### src/rtl/serial_scan_ctrl_pkg.sv
// Shared definitions for the serial pattern-scan controller.
// Default geometry and controller state encoding.
package serial_scan_ctrl_pkg;

    localparam int unsigned DEF_DATA_W = 16;
    localparam int unsigned DEF_PAT_W  = 5;
    localparam int unsigned DEF_CNT_W  = 4;

    typedef enum logic [1:0] {
        ST_IDLE,
        ST_LOAD,
        ST_SHIFT,
        ST_DONE
    } scan_state_t;

endpackage

### src/rtl/serial_scan_ctrl_if.sv
// Job request / result bundle for serial_scan_ctrl.
// Master issues jobs; slave is the scan controller.
interface serial_scan_ctrl_if
    import serial_scan_ctrl_pkg::*;
#(
    parameter int unsigned DATA_W = DEF_DATA_W,
    parameter int unsigned PAT_W  = DEF_PAT_W,
    parameter int unsigned CNT_W  = DEF_CNT_W
);
    localparam int unsigned POS_W = $clog2(DATA_W);

    logic              start;
    logic [DATA_W-1:0] data_in;
    logic [PAT_W-1:0]  pattern;
    logic              overlap;
    logic              busy;
    logic              done;
    logic              bit_out;
    logic              match;
    logic [CNT_W-1:0]  match_cnt;
    logic [POS_W-1:0]  first_pos;
    logic              first_valid;

    modport master (
        output start, data_in, pattern, overlap,
        input  busy, done, bit_out, match, match_cnt, first_pos, first_valid
    );

    modport slave (
        input  start, data_in, pattern, overlap,
        output busy, done, bit_out, match, match_cnt, first_pos, first_valid
    );

endinterface

### src/rtl/serial_scan_ctrl_pat_det_core.sv
// Serial pattern detector: history shift register, fill counter and Mealy match.
// Non-overlapping mode restarts the fill count on a match so no bit is reused.
module pat_det_core #(
    parameter int unsigned PAT_W = 5
) (
    input  logic             clk,
    input  logic             rst_n,
    input  logic             clr,
    input  logic             en,
    input  logic             bit_in,
    input  logic [PAT_W-1:0] pattern,
    input  logic             overlap,
    output logic             match
);
    localparam int unsigned FILL_W = $clog2(PAT_W);
    localparam logic [FILL_W-1:0] FULL = FILL_W'(PAT_W - 1);

    logic [PAT_W-2:0]  hist;
    logic [FILL_W-1:0] fill;
    logic [PAT_W-1:0]  window;

    assign window = {hist, bit_in};
    assign match  = en && (fill >= FULL) && (window == pattern);

    always_ff @(posedge clk or negedge rst_n) begin
        if (!rst_n) begin
            hist <= '0;
            fill <= '0;
        end else if (clr) begin
            hist <= '0;
            fill <= '0;
        end else if (en) begin
            hist <= window[PAT_W-2:0];
            if (match && !overlap)
                fill <= '0;
            else if (fill < FULL)
                fill <= fill + 1'b1;
        end
    end

endmodule

### src/rtl/serial_scan_ctrl.sv
// Serial scan controller: loads a word, streams it MSB first into pat_det_core,
// counts matches and records where the first one ended.
module serial_scan_ctrl
    import serial_scan_ctrl_pkg::*;
#(
    parameter int unsigned DATA_W = DEF_DATA_W,
    parameter int unsigned PAT_W  = DEF_PAT_W,
    parameter int unsigned CNT_W  = DEF_CNT_W
) (
    input  logic               clk,
    input  logic               rst,
    serial_scan_ctrl_if.slave  bus
);
    localparam int unsigned POS_W = $clog2(DATA_W);
    localparam logic [POS_W-1:0] LAST_IDX = POS_W'(DATA_W - 1);
    localparam logic [CNT_W-1:0] CNT_MAX  = '1;

    scan_state_t       state, state_nxt;
    logic [DATA_W-1:0] sreg;
    logic [PAT_W-1:0]  pat_q;
    logic              ovl_q;
    logic [POS_W-1:0]  idx;
    logic [CNT_W-1:0]  cnt;
    logic [POS_W-1:0]  fpos;
    logic              fvalid;
    logic              accept, load, shift, busy_c, done_c;
    logic              serial_bit, hit;

    always_ff @(posedge clk or negedge rst) begin
        if (!rst)
            state <= ST_IDLE;
        else
            state <= state_nxt;
    end

    always_comb begin
        state_nxt = state;
        busy_c    = 1'b1;
        done_c    = 1'b0;
        accept    = 1'b0;
        load      = 1'b0;
        shift     = 1'b0;
        case (state)
            ST_IDLE: begin
                busy_c = 1'b0;
                if (bus.start) begin
                    accept    = 1'b1;
                    state_nxt = ST_LOAD;
                end
            end
            ST_LOAD: begin
                load      = 1'b1;
                state_nxt = ST_SHIFT;
            end
            ST_SHIFT: begin
                shift = 1'b1;
                if (idx == LAST_IDX)
                    state_nxt = ST_DONE;
            end
            ST_DONE: begin
                done_c    = 1'b1;
                state_nxt = ST_IDLE;
            end
            default: state_nxt = ST_IDLE;
        endcase
    end

    // Job operands are latched at acceptance so later input changes cannot disturb the scan.
    always_ff @(posedge clk or negedge rst) begin
        if (!rst) begin
            sreg   <= '0;
            pat_q  <= '0;
            ovl_q  <= 1'b0;
            idx    <= '0;
            cnt    <= '0;
            fpos   <= '0;
            fvalid <= 1'b0;
        end else begin
            if (accept) begin
                sreg  <= bus.data_in;
                pat_q <= bus.pattern;
                ovl_q <= bus.overlap;
            end
            if (load) begin
                idx    <= '0;
                cnt    <= '0;
                fpos   <= '0;
                fvalid <= 1'b0;
            end
            if (shift) begin
                sreg <= {sreg[DATA_W-2:0], 1'b0};
                idx  <= idx + 1'b1;
                if (hit) begin
                    if (cnt != CNT_MAX)
                        cnt <= cnt + 1'b1;
                    if (!fvalid) begin
                        fpos   <= idx;
                        fvalid <= 1'b1;
                    end
                end
            end
        end
    end

    assign serial_bit = shift & sreg[DATA_W-1];

    pat_det_core #(
        .PAT_W (PAT_W)
    ) u_det (
        .clk     (clk),
        .rst_n   (rst),
        .clr     (load),
        .en      (shift),
        .bit_in  (serial_bit),
        .pattern (pat_q),
        .overlap (ovl_q),
        .match   (hit)
    );

    assign bus.busy        = busy_c;
    assign bus.done        = done_c;
    assign bus.bit_out     = serial_bit;
    assign bus.match       = hit;
    assign bus.match_cnt   = cnt;
    assign bus.first_pos   = fpos;
    assign bus.first_valid = fvalid;

endmodule

### src/flat_wrapper.sv
// flat-port wrapper written by rule: the top's interface ports become plain ports
module serial_scan_ctrl_flat import serial_scan_ctrl_pkg::*;
#(
    parameter int unsigned DATA_W = DEF_DATA_W,
    parameter int unsigned PAT_W  = DEF_PAT_W,
    parameter int unsigned CNT_W  = DEF_CNT_W
)
  (clk, rst, bus_start, bus_data_in, bus_pattern, bus_overlap, bus_busy, bus_done, bus_bit_out, bus_match, bus_match_cnt, bus_first_pos, bus_first_valid);
  serial_scan_ctrl_if #(.DATA_W(DATA_W), .PAT_W(PAT_W), .CNT_W(CNT_W)) bus_i ();
  input  logic clk;
  input  logic rst;
  input wire logic [$bits(bus_i.start)-1:0] bus_start;
  input wire logic [$bits(bus_i.data_in)-1:0] bus_data_in;
  input wire logic [$bits(bus_i.pattern)-1:0] bus_pattern;
  input wire logic [$bits(bus_i.overlap)-1:0] bus_overlap;
  output wire logic [$bits(bus_i.busy)-1:0] bus_busy;
  output wire logic [$bits(bus_i.done)-1:0] bus_done;
  output wire logic [$bits(bus_i.bit_out)-1:0] bus_bit_out;
  output wire logic [$bits(bus_i.match)-1:0] bus_match;
  output wire logic [$bits(bus_i.match_cnt)-1:0] bus_match_cnt;
  output wire logic [$bits(bus_i.first_pos)-1:0] bus_first_pos;
  output wire logic [$bits(bus_i.first_valid)-1:0] bus_first_valid;
  assign bus_i.start = bus_start;
  assign bus_i.data_in = bus_data_in;
  assign bus_i.pattern = bus_pattern;
  assign bus_i.overlap = bus_overlap;
  assign bus_busy = bus_i.busy;
  assign bus_done = bus_i.done;
  assign bus_bit_out = bus_i.bit_out;
  assign bus_match = bus_i.match;
  assign bus_match_cnt = bus_i.match_cnt;
  assign bus_first_pos = bus_i.first_pos;
  assign bus_first_valid = bus_i.first_valid;
  serial_scan_ctrl #(.DATA_W(DATA_W), .PAT_W(PAT_W), .CNT_W(CNT_W)) u_core (.clk(clk), .rst(rst), .bus(bus_i));
endmodule
### config.mk
export PLATFORM = sky130hd
export DESIGN_NAME = serial_scan_ctrl_flat
export DESIGN_NICKNAME = d
export VERILOG_FILES = /design/src/rtl/serial_scan_ctrl_pkg.sv /design/src/rtl/serial_scan_ctrl_if.sv /design/src/rtl/serial_scan_ctrl_pat_det_core.sv /design/src/rtl/serial_scan_ctrl.sv /design/src/flat_wrapper.sv
export SDC_FILE = /design/constraint.sdc
export NUM_CORES = 1
export LEC_CHECK = 0
export CAP_MARGIN = 20
export CELL_PAD_IN_SITES_DETAIL_PLACEMENT = 2
export CELL_PAD_IN_SITES_GLOBAL_PLACEMENT = 2
export CORE_UTILIZATION = 30
export DETAILED_ROUTE_END_ITERATION = 10
export PLACE_DENSITY = 0.76
export SYNTH_ARGS = -nofsm -noshare
export SYNTH_HDL_FRONTEND = slang
export SYNTH_SLANG_ARGS = --single-unit
### constraint.sdc
create_clock -name clk -period 2.3 [get_ports clk]
set_input_delay 0.23 -clock clk [delete_from_list [all_inputs] [get_ports clk]]
set_output_delay 0.23 -clock clk [all_outputs]
set_load 0.05 [all_outputs]
==> Word level (Yosys, flattened, before mapping) <==
Cells that the tools add are included.
W data, S select, Z words.
{ "op_classes": {"order_cmp": 2, "div_mod_pow": 0, "bitwise": 1, "n_shift": 0, "reduce_logical": 10, "add_sub_neg": 3, "n_mux": 31, "n_mul": 0, "eq_ne": 8} }
{ "op_table": {"columns": ["op", "count"], "rows": [
  ["$mux W4", 12],
  ["$mux W16", 2],
  ["$mux W3", 4],
  ["$mux W1", 10],
  ["$add A4 B1 Y4 const B", 2],
  ["$pmux W2 S4", 1],
  ["$eq A5 B5 Y1", 1],
  ["$eq A2 B2 Y1 const B", 2],
  ["$eq A4 B4 Y1 const B", 1],
  ["$mux W2", 2],
  ["$ne A4 B4 Y1 const B", 1],
  ["$reduce_and A2 Y1", 2],
  ["$reduce_bool A2 Y1", 2],
  ["$add A3 B1 Y3 const B", 1],
  ["$ge A3 B3 Y1 const B", 1],
  ["$logic_and A1 B1 Y1", 3],
  ["$lt A3 B3 Y1 const B", 1],
  ["$reduce_bool A3 Y1", 1],
  ["$eq A2 B1 Y1 const B", 1],
  ["$logic_not A2 Y1", 1],
  ["$ne A2 B1 Y1 const B", 1],
  ["$ne A2 B2 Y1 const B", 1],
  ["$and A1 B1 Y1", 1],
  ["$logic_not A1 Y1", 1]
]} }
{ "word_totals": {"latch_bits": 0, "mem_count": 0, "mem_bits_rw": 0, "elab_cells": 65, "out_inout_bits": 13, "input_bits": 25, "mem_bits_ro": 0, "regBits": 44} }

==> Longest topological paths before layout <==
Gate-level depths: netlist of run 1.
{ "depth": {"depth_word": 9, "mapped_depth": 7, "depth_no_buf": 6} }

==> Cells and area by module <==
A second synthesis of run 1 with hierarchy kept.
{ "unflattened": {"hier_cells": 192, "area_unflattened_um2": 2122.0} }
{ "modules_own_cells": {"columns": ["module", "cells_per_inst", "instances", "area_per_inst_um2", "seq_area_each_um2"], "rows": [
  ["serial_scan_ctrl", 159, 1, 1735.4, 925.9],
  ["pat_det_core", 33, 1, 386.6, 175.2]
]} }

==> Worst setup path before layout of run 1 <==
Ideal clock, no wire load.
{ "synth_path": {"path_type": "reg-to-output", "from": "reg u_core.state[0]", "to": "out bus_match", "path_buffers": 0, "path_stages_with_launch": 5, "arrival_time_ns": 1.544, "required_ns": 2.070, "setup_slack_ns": 0.526, "cell_sequence": "dfrtp_1 inv_1 ha_1 nand3_1 nor2_1"} }
{ "synth_via": {"elab_chain_cells": 5, "elab_cells_between_ends": 6, "cone_classes": "eq/ne (2); mux (1); bitwise (1); reduce/logical (2)"} }
{ "synth_rtl": {"columns": ["element", "line_no", "source"], "rows": [
  ["start: declaration", "serial_scan_ctrl.sv:18", "scan_state_t state, state_nxt;"],
  ["start signal: assignment", "serial_scan_ctrl.sv:33", "state <= state_nxt;"],
  ["$eq A2 B2 Y1 *", "serial_scan_ctrl.sv:43", "case (state)"],
  ["$mux W1 *", "serial_scan_ctrl.sv:43", null],
  ["$and A1 B1 Y1", "serial_scan_ctrl.sv:105", "assign serial_bit = shift & sreg[DATA_W-1];"],
  ["$eq A5 B5 Y1", "serial_scan_ctrl_pat_det_core.sv:23", "assign match = en && (fill >= FULL) && (window == pattern);"],
  ["$logic_and A1 B1 Y1 *", "serial_scan_ctrl_pat_det_core.sv:23", null],
  ["end: declaration", "flat_wrapper.sv:19", "output wire logic [$bits(bus_i.match)-1:0] bus_match;"]
]} }
Mark *: on every way between the ends. The rest lies on a longest branch, timed or not.

==> Worst setup path after layout of run 1 <==
{ "layout_path": {"from": "reg u_core.state[0]", "to": "out bus_bit_out"} }
{ "layout_via": {"elab_chain_cells": 3} }
{ "layout_rtl": {"columns": ["element", "line_no", "source"], "rows": [
  ["$eq A2 B2 Y1", "serial_scan_ctrl.sv:43", null],
  ["$mux W1", "serial_scan_ctrl.sv:43", null],
  ["$and A1 B1 Y1", "serial_scan_ctrl.sv:105", null],
  ["end: declaration", "flat_wrapper.sv:18", "output wire logic [$bits(bus_i.bit_out)-1:0] bus_bit_out;"]
]} }
No other way between the ends.

==> results of run 1 <==
==> state kept, by name, summed over array words and instances, names as in the netlist <==
name                    flops
u_core.u_det.fill           3
u_core.idx                  4
u_core.sreg                16
u_core.bus.first_valid      1
u_core.u_det.hist           4
u_core.bus.match_cnt        4
u_core.pat_q                5
u_core.state                2
u_core.ovl_q                1
u_core.bus.first_pos        4
==> worst max-delay path, delay by kind of cell, from the launching register on <==
kind	cells	cell delay, ns
adders and majority gates	1	0.17
DFF	1	0.43
buffers and inverters	3	0.58
and+or+nand+nor	1	0.28
==> area by class of cell <==
class                   count  area share
clock inverters             1      0.0107
inverters                  10      0.0134
well taps                  96      0.0427
clock buffers               7      0.0343
multi-input cells         134       0.352
flip-flops and latches     44       0.392
repair buffers             43       0.155
==> final timing paths <==
path	from	to	slack, ns
max	u_core.state[0]	bus_bit_out	0.31
min	rst	u_core.sreg[13]	0.46
max reg2reg	u_core.state[0]	u_core.bus.first_pos[2]	0.45
min reg2reg	u_core.sreg[9]	u_core.sreg[10]	0.50
max in group asynchronous	rst	u_core.sreg[4]	1.23
min in group clk	u_core.sreg[9]	u_core.sreg[10]	0.50
==> kinds of logic (layout without fill, tap and decap cells) <==
kind of cell | after synthesis | after routing | share of synthesized area
DFF | 44 | 44 | 0.509
AOI/OAI and AO/OA | 42 | 42 | 0.120
xor gates and xnor gates | 5 | 5 | 0.0341
adders and majority gates | 7 | 7 | 0.0405
and+or+nand+nor | 52 | 52 | 0.127
muxes | 28 | 28 | 0.137
buffers and inverters | 18 | 61 | 0.0324
==> through the flow <==
| stage | instance area (sq um) | hold slack [ns] | worst slack (ns) |
|---|---|---|---|
| finish | 2810 | 0.457 | 0.306 |
| global route | 2810 | 0.512 | 0.157 |
| CTS | 2810 | 0.475 | 0.0668 |
| detailed placement | 2670 | 0.272 | 0.447 |
| global placement | 2670 | 0.269 | 0.487 |
| floorplan | 2160 | -0.0656 | 0.526 |
==> repair_timing <==
action | CTS | global route
hold buffers | 1 | 0
setup buffers | 0 | 0
hold endpoints to repair | 23 | 0
endpoints found under the setup margin | 0 | 1
gates resized for setup | 0 | 1
==> per-layer routing <==
layer,global-route usage,part of all wire
met1,0.188,0.43
met4,0.0409,0.012
met5,0,0
met2,0.263,0.52
met3,0.0341,0.030
==> Yosys cell counts (all sizes together) <==
master	n	area [sq um]
mux2	9	105
a31o	4	35.0
clkbuf	6	22.5
nand2	26	97.6
nor3	2	21.3
clkinv	1	3.75
a2bb2oi	1	8.76
ha	7	87.6
buf	2	10.0
o22ai	2	12.5
o311ai	2	17.5
nor2	3	11.3
inv	9	33.8
nand2b	2	12.5
nand4	1	21.3
a211o	1	8.76
o21ai	20	100
a21o	1	7.51
a21oi	7	35.0
or2	1	6.26
nor2b	7	43.8
a311o	1	10.0
mux2i	19	190
a211oi	1	7.51
nand4b	1	8.76
o32ai	2	17.5
nor3b	2	15.0
nand3	6	30.0
and2	1	6.26
xnor2	5	73.8
dfrtp	44	1100
==> power groups by stage <==
stage | logic, mW | clock network (mW) | registers (mW)
floorplan | 1.09 | 0 | 1.32
global placement | 1.50 | 0 | 1.31
detailed placement | 1.57 | 0 | 1.33
CTS | 1.58 | 0.675 | 1.32
global route | 1.72 | 0.706 | 1.36
finish | 1.54 | 0.648 | 1.31
==> impl_results.md, run 1 <==
* Post-route ant nets at 0
* Initial antenna violation count at 0
* Vias at 1613
* Clk pwr share at 0.185
* Num rows at 30
* N_diodes at 0
* Max-slew violation count at 0
* Gr usage total at 0.151
* Max-slew headroom at 0.607
* Most common cell after layout, fill and taps aside: dfrtp_1
* Period minus WS final at 1.99 ns
* Period utilisation layout at 0.867
* Area growth syn-to-layout at 30.0%
* Final Setup Violations at 0
* Initial Utilization at 0.315
* Status: finished, final reports clean
* Sequential power share at 0.375
* Number of library cell types mapped by synthesis at 34
* CP startpoint kind: register
* Synth warn at 0
* Most frequent cells in the layout: dfrtp_1, clkdlybuf4s50_1, nand2_1, o21ai_0, mux2i_1
* Number of global-route vias before repair at 1748
* Crit path max fanout at 37
* CTS Buf Count at 5
* Worst-Margin Slew at 0.590 ns
* WP data arrival at 1.76 ns
* # nets final at 270
* Num ports at 38
* Mapped Nets at 228
* Drt wl/cell at 15.1 microns
* Max incr delay on CP at 0.43 ns
* CTS H-tree lvls at 2
* Sink Count at 44
* Port Buffers at 37
* Detailed Route Iter0 Violations at 33
* Cell Pwr Density at 1250 nW/um^2
* Routed wire length at 5070 microns
* Core area at 6870 sq um
* Crit end category: primary output
* Critical Setup Path Class: register to primary output
* Placed insts at 326
* Pin count of the biggest net entering global routing at 38
* Maxcap violations at 0
* Clk Latency, worst-skew pair at 0.30 ns
* Final Hold Viols at 0
* Share of post-route cells with drive strength above 1 at 0.151
* Fillers at 754
* Syn Inst Count at 196
* DIE WIDTH at 86.9 microns
* CP Cell Sequence: inv_1, ha_1, buf_4, and2_1, buf_12
* Post-synthesis register bit count at 44
* Sw frac at 0.396
* Die ar. at 7550 sq um
* First-pass GRT wire length at 8660 microns
* RSZ-0062 raised after global routing: no
* Combinational share of power at 0.440
* Leak pwr at 1.27 nW
* Synth Area per Inst at 11.0 sq um
* Storage cell area at 1100 sq um
* Core Util, Final at 0.409
* DRC at 0
* GP Congestion at 0.682
* Root Driver: clkbuf_8
* Post-synthesis sequential area ratio at 0.509
* Drt first pass iters at 4
* VDD IR max at 488 uV
* Data required time of the worst path at 2.07 ns
* NetSw at 1.39 mW
* Overall Power at 3.51 mW
* Total gr overflow at 0
* Final setup TNS at 0 ns
* Fin Clk Skew at 0.0116 ns
* Via/cell ratio at 4.81
* Post-DP HPWL at 3620 microns
* Hold Crit Class: input port to async pin
* FF-to-FF path depth at 5
* Slowest cell on the critical path: dfrtp_1
* Multi-input gate area at 991 sq um
* Fmax at 0.502 GHz
* Reg clk slew, reported paths at 0.09 ns
* CTS tree: done
* Final non-filler cell total at 335
* Deepest clock path buffer count at 2
* Syn Std Cell Area at 2160 sq um
* Power Internal at 2.12 mW
* Die height at 86.9 microns
(Power assumes the default switching activity.)
==> run 2, diff against run 1 <==
--- a/config.mk
+++ b/config.mk
@@ -10,7 +10,9 @@
 export CELL_PAD_IN_SITES_GLOBAL_PLACEMENT = 2
 export CORE_UTILIZATION = 30
 export DETAILED_ROUTE_END_ITERATION = 10
+export GPL_ROUTABILITY_DRIVEN = 0
 export PLACE_DENSITY = 0.76
 export SYNTH_ARGS = -nofsm -noshare
 export SYNTH_HDL_FRONTEND = slang
 export SYNTH_SLANG_ARGS = --single-unit
+export TNS_END_PERCENT = 10
==> results of run 2 <==
Final layout, timing and power as in run 1 (identical DEF).
==> run 3, diff against run 2 <==
--- a/config.mk
+++ b/config.mk
@@ -8,11 +8,12 @@
 export CAP_MARGIN = 20
 export CELL_PAD_IN_SITES_DETAIL_PLACEMENT = 2
 export CELL_PAD_IN_SITES_GLOBAL_PLACEMENT = 2
-export CORE_UTILIZATION = 30
+export CORE_UTILIZATION = 33
 export DETAILED_ROUTE_END_ITERATION = 10
 export GPL_ROUTABILITY_DRIVEN = 0
-export PLACE_DENSITY = 0.76
+export PLACE_DENSITY = 0.83
 export SYNTH_ARGS = -nofsm -noshare
 export SYNTH_HDL_FRONTEND = slang
+export SYNTH_HIERARCHICAL = 1
 export SYNTH_SLANG_ARGS = --single-unit
 export TNS_END_PERCENT = 10
==> run 3 against run 2 <==
Global-route usage rose by 3.5 points; final cell count fell by 5.7%; critical path depth rose by 3; sequential power fell by 6%; clock-buffer cell count fell by 1; worst hold slack got worse by 0.12 ns; largest cell class unchanged; highest routed layer unchanged.
==> impl_results.md, run 3 <==
* Drt first pass iters at 4
* Crit path max fanout at 3
* First-pass GRT wire length at 9090 microns
* Max-slew violation count at 0
* Max-slew headroom at 0.666
* VDD IR max at 505 uV
* Deepest clock path buffer count at 2
* Period minus WS final at 2.23 ns
* Num ports at 38
* Initial Utilization at 0.350
* Sw frac at 0.390
* CP startpoint kind: register
* Post-DP Area at 2660 sq um
* Core area at 6060 sq um
* Pin count of the biggest net entering global routing at 50
* Post-route ant nets at 0
* CTS tree: done
* Number of global-route vias before repair at 1813
* Setup WS pre-CTS at 0.0108 ns
* Post-synth top cells: dfrtp_1, o21ai_0, mux2i_1
* Vias at 1641
* Via/cell ratio at 5.19
* Combinational share of power at 0.436
* Initial antenna violation count at 0
* Core Util, Final at 0.467
* Setup WS post-layout at 0.0700 ns
* Final Setup Violations at 0
* Fmax at 0.448 GHz
* Routed wire length at 5410 microns
* Sink Count at 44
* Synth warn at 6
* Most frequent cells in the layout: dfrtp_1, clkdlybuf4s50_1, o21ai_0, mux2i_1, nand2_1
* Status: finished, final reports clean
* Clk pwr share at 0.183
* Biggest regs: u_core/sreg: 16 flops, u_core/pat_q: 5 flops
* DIE WIDTH at 82.2 microns
* Cell Pwr Density at 1140 nW/um^2
* Most common cell after layout, fill and taps aside: dfrtp_1
* Top_reg_cell synth: dfrtp_1
* N_diodes at 0
* Share of post-route cells with drive strength above 1 at 0.154
* Synth Area per Inst at 11.1 sq um
* Synth area leader: dfrtp_1
* Post-DP HPWL at 3650 microns
* Hold_ws at 0.342 ns
* Mapped Nets at 225
* Root Driver: clkbuf_8
* Number of library cell types mapped by synthesis at 32
* Final Hold Viols at 0
* Sequential power share at 0.381
* CTS H-tree lvls at 2
* Fin area at 2830 sq um
* Ys async rst share at 1.00
* Reg clk slew, reported paths at 0.09 ns
* Synth top area share at 0.519
* Hold Crit Class: input port to async pin
* Syn Inst Count at 192
* DRC at 0
* Crit end category: primary output
* Period utilisation layout at 0.970
* Synth area leaders: dfrtp_1, mux2i_1, o21ai_0
* Leak pwr at 1.31 nW
* Port Buffers at 37
* # nets final at 273
* Max FFs per register at 16
* Fin Clk Skew at 0.00863 ns
* Num rows at 28
* Gr usage total at 0.186
* Syn Std Cell Area at 2120 sq um
* Post-synthesis sequential area ratio at 0.519
* NetSw at 1.26 mW
* WP data arrival at 2.00 ns
* Critical Setup Path Class: register to primary output
* Die ar. at 6760 sq um
* Maxcap violations at 0
* Post-synth EDFFs at 0
* Total gr overflow at 0
* Top reg by flops: u_core/sreg
* Flop-to-flop setup slack at 0.09 ns
* CTS Buf Count at 5
* Clk Latency, worst-skew pair at 0.30 ns
* Detailed Route Iter0 Violations at 45
* Worst-Margin Slew at 0.500 ns
* Drt wl/cell at 17.1 microns
* Count leader, synth: dfrtp_1
* Overall Power at 3.23 mW
* Power Internal at 1.97 mW
* Post-synthesis register bit count at 44
* Die height at 82.2 microns
* Area growth syn-to-layout at 33.4%
* Data required time of the worst path at 2.07 ns
==> run 3: metal layers <==
layer,GRT usage,wire length [microns]
met1,0.217,2260
met2,0.330,2880
met3,0.0385,149
met4,0.0772,126
met5,0,0
==> run 3: power by group through the flow <==
stage	logic [mW]	clock network, mW	registers (mW)
floorplan	1.01	0	1.19
global placement	1.29	0	1.22
detailed placement	1.35	0	1.24
CTS	1.39	0.615	1.23
global route	1.56	0.636	1.26
finish	1.41	0.593	1.23
==> run 3: cell type report <==
type | count | area, sq um
fillers | 640 | 3230
well taps | 75 | 93.8
flip-flops and latches | 44 | 1100
clock buffers | 6 | 72.6
repair buffers | 50 | 509
clock inverters | 2 | 35.0
multi-input cells | 130 | 983
inverters | 9 | 33.8
==> run 3: path summary, 6_finish.rpt <==
check / endpoint / depth (start not counted) / from
max: bus_match / 8 / u_core/state[0]
min: u_core/pat_q[2] / 2 / rst
max reg2reg: u_core/bus.match_cnt[3] / 9 / u_core/state[0]
min reg2reg: u_core/sreg[1] / 2 / u_core/sreg[0]
max in group asynchronous: u_core/state[1] / 3 / rst
min in group clk: u_core/sreg[1] / 2 / u_core/sreg[0]
==> run 3: per-stage QoR <==
step                setup TNS [ns]  std cells
floorplan                    -4.54        192
CTS                              0        313
detailed placement               0        302
global placement                 0        302
global route              -0.00208        316
finish                           0        316
==> run 3: worst max-delay path, cell delays in order (launching register included) <==
cell,delay [ns]
dfrtp_1,0.39
inv_2,0.07
ha_4,0.16
and2_4,0.18
xor2_2,0.16
nor4_4,0.16
nor3b_4,0.31
buf_6,0.15
buf_12,0.12
==> run 3: cell families (layout without fill, tap and decap cells) <==
logic type,count (synthesis),after routing,synth area share
flip-flops,44,44,0.519
AO/OA/AOI/OAI,43,43,0.121
AND/OR/NAND/NOR,44,44,0.108
buffers and inverters,18,67,0.0383
multiplexers,29,29,0.142
adder cells (fa/ha/maj),8,8,0.0472
XOR/XNOR,6,6,0.0248
==> run 3: timing repair <==
| item | in CTS | in global routing |
|---|---|---|
| hold buffers | 1 | 0 |
| setup buffers | 2 | 3 |
| pin swaps | 0 | 1 |
| gates resized for setup | 3 | 2 |
| endpoints found under the setup margin | 3 | 5 |
| endpoints found under the hold margin | 10 | 0 |
